`src/rtl/rca_pkg.sv`:
```
// Shared definitions for the pipelined ripple-carry adder: mode encoding
// and the chunk-width helper used to partition operands across stages.
package rca_pkg;

    typedef enum logic {
        ADD = 1'b0,
        SUB = 1'b1
    } rca_mode_e;

    function automatic int chunk_width(input int width, input int stages);
        return (width + stages - 1) / stages;
    endfunction

endpackage

```
`src/rtl/full_adder.sv`:
```
// Single-bit full adder cell.
module full_adder (
    input  logic a,
    input  logic b,
    input  logic cin,
    output logic s,
    output logic cout
);

    assign s    = a ^ b ^ cin;
    assign cout = (a & b) | (cin & (a ^ b));

endmodule

```
`src/rtl/rca_chunk.sv`:
```
// Combinational ripple of one operand chunk built from full_adder cells;
// also exposes the carry into the chunk MSB for signed-overflow detection.
module rca_chunk #(
    parameter int CW = 16
) (
    input  logic [CW-1:0] i_a,
    input  logic [CW-1:0] i_b,
    input  logic          i_cin,
    output logic [CW-1:0] o_sum,
    output logic          o_cout,
    output logic          o_cmsb
);

    logic [CW:0] carry;

    assign carry[0] = i_cin;

    for (genvar i = 0; i < CW; i++) begin : g_bit
        full_adder u_fa (
            .a    (i_a[i]),
            .b    (i_b[i]),
            .cin  (carry[i]),
            .s    (o_sum[i]),
            .cout (carry[i+1])
        );
    end

    assign o_cout = carry[CW];
    assign o_cmsb = carry[CW-1];

endmodule

```
`src/rtl/rca_pipe.sv`:
```
// Pipelined add/subtract: one chunk rippled per stage, with operand and sum
// skew registers so every result leaves the last stage fully aligned.
module rca_pipe
    import rca_pkg::*;
#(
    parameter int WIDTH  = 64,
    parameter int STAGES = 4
) (
    input  logic             i_clk,
    input  logic             i_rst,
    input  logic             i_valid,
    output logic             o_ready,
    input  logic [WIDTH-1:0] i_add_term1,
    input  logic [WIDTH-1:0] i_add_term2,
    input  logic             i_sub,
    output logic             o_valid,
    input  logic             i_ready,
    output logic [WIDTH:0]   o_result,
    output logic             o_overflow
);

    localparam int CW = chunk_width(WIDTH, STAGES);
    localparam int TW = WIDTH - (STAGES - 1) * CW;

    logic             advance;
    logic [WIDTH-1:0] term2_eff;
    logic             ovf_d, ovf_q;

    assign advance   = !o_valid || i_ready;
    assign o_ready   = advance;
    assign term2_eff = (i_sub == SUB) ? ~i_add_term2 : i_add_term2;

    for (genvar k = 0; k < STAGES; k++) begin : g_st
        localparam int LO = k * CW;
        localparam int W  = (k == STAGES - 1) ? TW : CW;
        localparam int HI = LO + W;

        // Operand bits not yet consumed by earlier stages, LSB-aligned
        logic [WIDTH-LO-1:0] a_src, b_src;
        logic [W-1:0]        chunk_sum;
        logic                cin, cout, cmsb, sub_in, valid_in;
        logic [HI-1:0]       sum_d, sum_q;
        logic                carry_d, carry_q, sub_d, sub_q, valid_d, valid_q;

        if (k == 0) begin : g_head
            always_comb begin
                a_src    = i_add_term1;
                b_src    = term2_eff;
                cin      = i_sub;
                sub_in   = i_sub;
                valid_in = i_valid;
                sum_d    = chunk_sum;
            end
        end else begin : g_body
            always_comb begin
                a_src    = g_st[k-1].g_skew.a_q;
                b_src    = g_st[k-1].g_skew.b_q;
                cin      = g_st[k-1].carry_q;
                sub_in   = g_st[k-1].sub_q;
                valid_in = g_st[k-1].valid_q;
                sum_d    = {chunk_sum, g_st[k-1].sum_q};
            end
        end

        rca_chunk #(.CW(W)) u_chunk (
            .i_a    (a_src[W-1:0]),
            .i_b    (b_src[W-1:0]),
            .i_cin  (cin),
            .o_sum  (chunk_sum),
            .o_cout (cout),
            .o_cmsb (cmsb)
        );

        always_comb begin
            carry_d = cout;
            sub_d   = sub_in;
            valid_d = valid_in;
        end

        always_ff @(posedge i_clk or posedge i_rst) begin
            if (i_rst) begin
                valid_q <= 1'b0;
                carry_q <= 1'b0;
                sub_q   <= 1'b0;
                sum_q   <= '0;
            end else if (advance) begin
                valid_q <= valid_d;
                carry_q <= carry_d;
                sub_q   <= sub_d;
                sum_q   <= sum_d;
            end
        end

        if (k < STAGES - 1) begin : g_skew
            logic [WIDTH-HI-1:0] a_d, a_q, b_d, b_q;
            // Carry into the MSB is only meaningful for the top chunk
            logic                cmsb_unused;

            assign cmsb_unused = cmsb;

            always_comb begin
                a_d = a_src[WIDTH-LO-1:W];
                b_d = b_src[WIDTH-LO-1:W];
            end

            always_ff @(posedge i_clk or posedge i_rst) begin
                if (i_rst) begin
                    a_q <= '0;
                    b_q <= '0;
                end else if (advance) begin
                    a_q <= a_d;
                    b_q <= b_d;
                end
            end
        end
    end

    always_comb begin
        ovf_d = g_st[STAGES-1].cout ^ g_st[STAGES-1].cmsb;
    end

    always_ff @(posedge i_clk or posedge i_rst) begin
        if (i_rst) begin
            ovf_q <= 1'b0;
        end else if (advance) begin
            ovf_q <= ovf_d;
        end
    end

    assign o_valid    = g_st[STAGES-1].valid_q;
    assign o_result   = {g_st[STAGES-1].carry_q ^ g_st[STAGES-1].sub_q, g_st[STAGES-1].sum_q};
    assign o_overflow = ovf_q;

endmodule

```
`config.mk`:
```
export PLATFORM = sky130hd
export DESIGN_NAME = rca_pipe
export DESIGN_NICKNAME = d
export VERILOG_FILES = /design/src/rtl/rca_pkg.sv /design/src/rtl/full_adder.sv /design/src/rtl/rca_chunk.sv /design/src/rtl/rca_pipe.sv
export SDC_FILE = /design/constraint.sdc
export NUM_CORES = 1
export LEC_CHECK = 0
export BUFFER_PORTS_ARGS = -buffer_cell sky130_fd_sc_hd__buf_2
export CAP_MARGIN = 20
export CORE_MARGIN = 3
export CORE_UTILIZATION = 50
export DETAILED_ROUTE_END_ITERATION = 7
export GPL_TIMING_DRIVEN = 0
export PLACE_DENSITY = 0.74
export SETUP_SLACK_MARGIN = 0.2
export SLEW_MARGIN = 10
export SYNTH_ARGS = -nofsm -noshare
export SYNTH_HDL_FRONTEND = slang
export SYNTH_SLANG_ARGS = --single-unit
```
`constraint.sdc`:
```
create_clock -name i_clk -period 14.4 [get_ports i_clk]
set_input_delay 4.32 -clock i_clk [delete_from_list [all_inputs] [get_ports i_clk]]
set_output_delay 4.32 -clock i_clk [all_outputs]
set_load 0.005 [all_outputs]
```
==> summary.txt <==
status -> finished, final reports clean
design area -> 20260 um2
Final Skew -> 16.36 ps
most frequent cells after synthesis -> 365 x dfrtp_1, 312 x mux2_4, 63 x fa_1
Die Ht -> 190.7 um
EDFF count, synth -> 0
routed vias/inst -> 4.938
Final Hold Vio Count -> 0
unrepaired setup endpoints after global routing -> false
CP Launch Type -> input pin
Antenna Nets Post-Route -> 0
Synth Area in XOR/XNOR -> 3.389%
pin count of the biggest net entering global routing -> 38
Synth area leader -> dfrtp_1
Synth Area in Compound Gates -> 1.064%
core box area -> 33620 um2
drt total wl -> 33.90 mm
Clk pwr share -> 23.1%
mux cell area share after synthesis -> 29.49%
Min-Delay Path Depth -> 1
# port buffers -> 199
CTS clk-pin slew, worst paths -> 60 ps
layout cell share with drive strength beyond 1 -> 52.43%
post-CTS repair timing setup buffer count -> 0
Hold Path Class -> reg2reg
Worst VDD drop -> 0.0001061 V
Final nets -> 1422
CP max stage cell -> fa_1
Relative slew margins -> 63.51%
critical-path cell list -> buf_2 > buf_4 > buf_4 > xnor2_1 > fa_1 > fa_1 > fa_1 > fa_1 > fa_1 > fa_1 > fa_1 > fa_1 > inv_1 > fa_1 > inv_1 > fa_1 > fa_1 > fa_1 > fa_1 > fa_1 > inv_1 > fa_1 > mux2_4
fin util -> 60.27%
Logic pwr share -> 38.0%
R2R depth -> 21
PwrDens -> 228.9 nW/um2
synthesized cell area -> 17060 um2
worst reg-to-reg setup slack -> 6290 ps
crit path buf inv count -> 6
Clk Latency, worst-skew pair -> 530 ps
CTS tree -> yes
vias in the first global route -> 9533
post_cts resized -> 0
max_cap viols -> 0
cells after synthesis -> 973
# rows -> 67
final setup vio count -> 0
Synth top area share -> 53.55%
Critical Path Max Stage Delay -> 450 ps
CP delay by family, top -> adder cells
Iter 0 DRT Violations -> 254
Slew Limit Fails -> 0
main combinational cell family by area after synthesis -> multiplexers
synthesis-to-finish area growth -> 18.78%
CP dominant cell by count -> fa_1
CTS root buf -> clkbuf_16
Post-Synth Adder-Cell Area -> 7.394%
worst path arrival time -> 11580 ps
Die X -> 190.7 um
ys async rst share -> 100.0%
min-delay src -> g_st[2].valid_q$_DFFE_PP0P_
dpl hpwl -> 24.74 mm
internal power -> 3293 uW
DRC -> 0
synthesized area per cell -> 17.53 um2
crit path time final -> 11170 ps
critical path capture point type -> register
switching share of power -> 29.00%
Worst Max-Slew Pin Slew -> 547.3 ps
RD Place Congestion -> 0.7520
reg-to-reg endpoint -> o_overflow$_DFFE_PP0P_
DP Worst Slack -> 2629 ps
ys flop type -> dfrtp_1
Distinct cells, synth -> 17
net count after synthesis -> 1169
worst endpoint required time -> 14810 ps
CTS max path bufs -> 3
gr ovfl total -> 0
period utilization -> 77.59%
initial antenna violation count -> 4
final worst-path setup slack -> 3228 ps
post-synthesis simple-gate area fraction -> 1.042%
CP Max Fanout -> 10
clk sinks -> 365
critical setup path kind -> in2reg
setup TNS -> 0 ps
Ports -> 201
FF+latch count, synth -> 365
CTS H-Tree Depth -> 2
LEAKAGE -> 0.009940 uW
sequential power share -> 38.9%
wire length per cell -> 19.87 um
DR vias -> 8425
drt pass-1 iters -> 4
first-pass GRT wire length -> 54.18 mm
Hold EP -> o_valid$_DFFE_PP0P_
CTS buffer count -> 41
synth top area cells -> dfrtp_1 54%, mux2_4 27%, fa_1 7.4%
full die area -> 36370 um2
register area share after synthesis -> 53.55%
FF-to-FF Start -> g_st[2].carry_q$_DFFE_PP0P_
count leader, synth -> dfrtp_1
P_sw -> 1345 uW
f_max -> 89.51 MHz
total number of yosys warnings -> 0
GRT Total Usage -> 19.29%
Initial Utilization -> 50.74%
# hold bufs at CTS -> 0
post-placement cell area -> 18850 um2
## sequential cells by signal, indices dropped and copies added (netlist names)
name / cells
o_valid: 1
g_st.carry_q: 4
g_st.sub_q: 4
g_st.g_skew.a_q: 96
g_st.g_skew.b_q: 96
g_st.valid_q: 3
o_overflow: 1
g_st.sum_q: 160
## per-stage QoR
| stage | std cells | hold slack [ps] | total power [uW] |
|---|---|---|---|
| after floorplan | 973 | 434.9 | 3126 |
| after global placement | 1620 | 442.7 | 3528 |
| after detailed placement | 1631 | 453.3 | 3614 |
| after CTS | 1705 | 472.6 | 4709 |
| after global routing | 1706 | 497.4 | 4937 |
| final | 1706 | 468.6 | 4638 |
## kinds of logic after synthesis
kind of cell / count (synthesis)
flops: 365
mux: 343
buf+inv: 90
xor+xnor: 66
fa+ha+maj: 63
simple gates: 24
compound gates: 22
## area by class of cell
type | count | area, um2
tap | 448 | 560.5
fill | 2531 | 13360
inverter | 38 | 146.4
buffer | 52 | 553.0
sequential | 365 | 9134
clock buffer | 60 | 1260
clock inverter | 14 | 152.6
antenna | 1 | 2.502
timing repair buffer | 210 | 1224
multi-input combinational | 518 | 7228
## cell usage in the layout (no fill, tap or decap)
master      netlist  layout
buf_6            26      26
clkinv_2          0       9
inv_1            38      37
a21oi_2          19      19
mux2_4          312     312
a21oi_1           3       3
nand2b_1          2       2
bufinv_16         0       3
diode_2           0       1
buf_12            0      10
buf_2             7     206
clkbuf_1          4       9
fa_1             63      63
inv_6             0       2
clkinvlp_4        0       1
xnor2_1          16      16
clkbuf_16         0      43
mux2i_1           3       3
clkbuf_8          0      12
buf_4             2       2
nor3b_1          22      22
dfrtp_1         365     365
mux2_1           28      28
xor2_1           50      50
buf_16            0       1
buf_8            13      13
## worst register-to-register path, delay by kind of cell (launching register included)
kind                     cells  cell delay, ps
adder cells (fa/ha/maj)     16            6960
flip-flops                   1             440
buffers and inverters        3             270
multiplexers                 1             250
XOR/XNOR                     1              70
## power by group through the flow
stage               combinational [uW]  sequential (uW)  clock (uW)
floorplan                         1400             1730           0
global placement                  1730             1800           0
detailed placement                1800             1820           0
CTS                               1800             1810        1100
global route                      1930             1870        1140
finish                            1760             1800        1070
## how the worst max path moves through the flow
stage                     startpoint                       endpoint  slack (ps)  depth (start not counted)
after floorplan                i_sub  g_st[0].sum_q[15]$_DFFE_PP0P_        3370                         23
after global placement         i_sub  g_st[0].sum_q[15]$_DFFE_PP0P_        2800                         23
after detailed placement       i_sub  g_st[0].sum_q[15]$_DFFE_PP0P_        2630                         23
after CTS                      i_sub  g_st[0].sum_q[15]$_DFFE_PP0P_        3180                         23
after global routing           i_sub  g_st[0].sum_q[15]$_DFFE_PP0P_        3010                         23
final                          i_sub  g_st[0].sum_q[15]$_DFFE_PP0P_        3230                         23
## layer usage
layer	wire length [um]	vias up	share of wire, %	global-route usage [%]
met5	41	-	0.12	0
met4	690	6	2.0	5.278
met3	1532	66	4.5	3.768
met2	16690	164	49	31.97
met1	14950	4373	44	26.23
li1	-	3816	-	-
(Power assumes the default switching activity.)
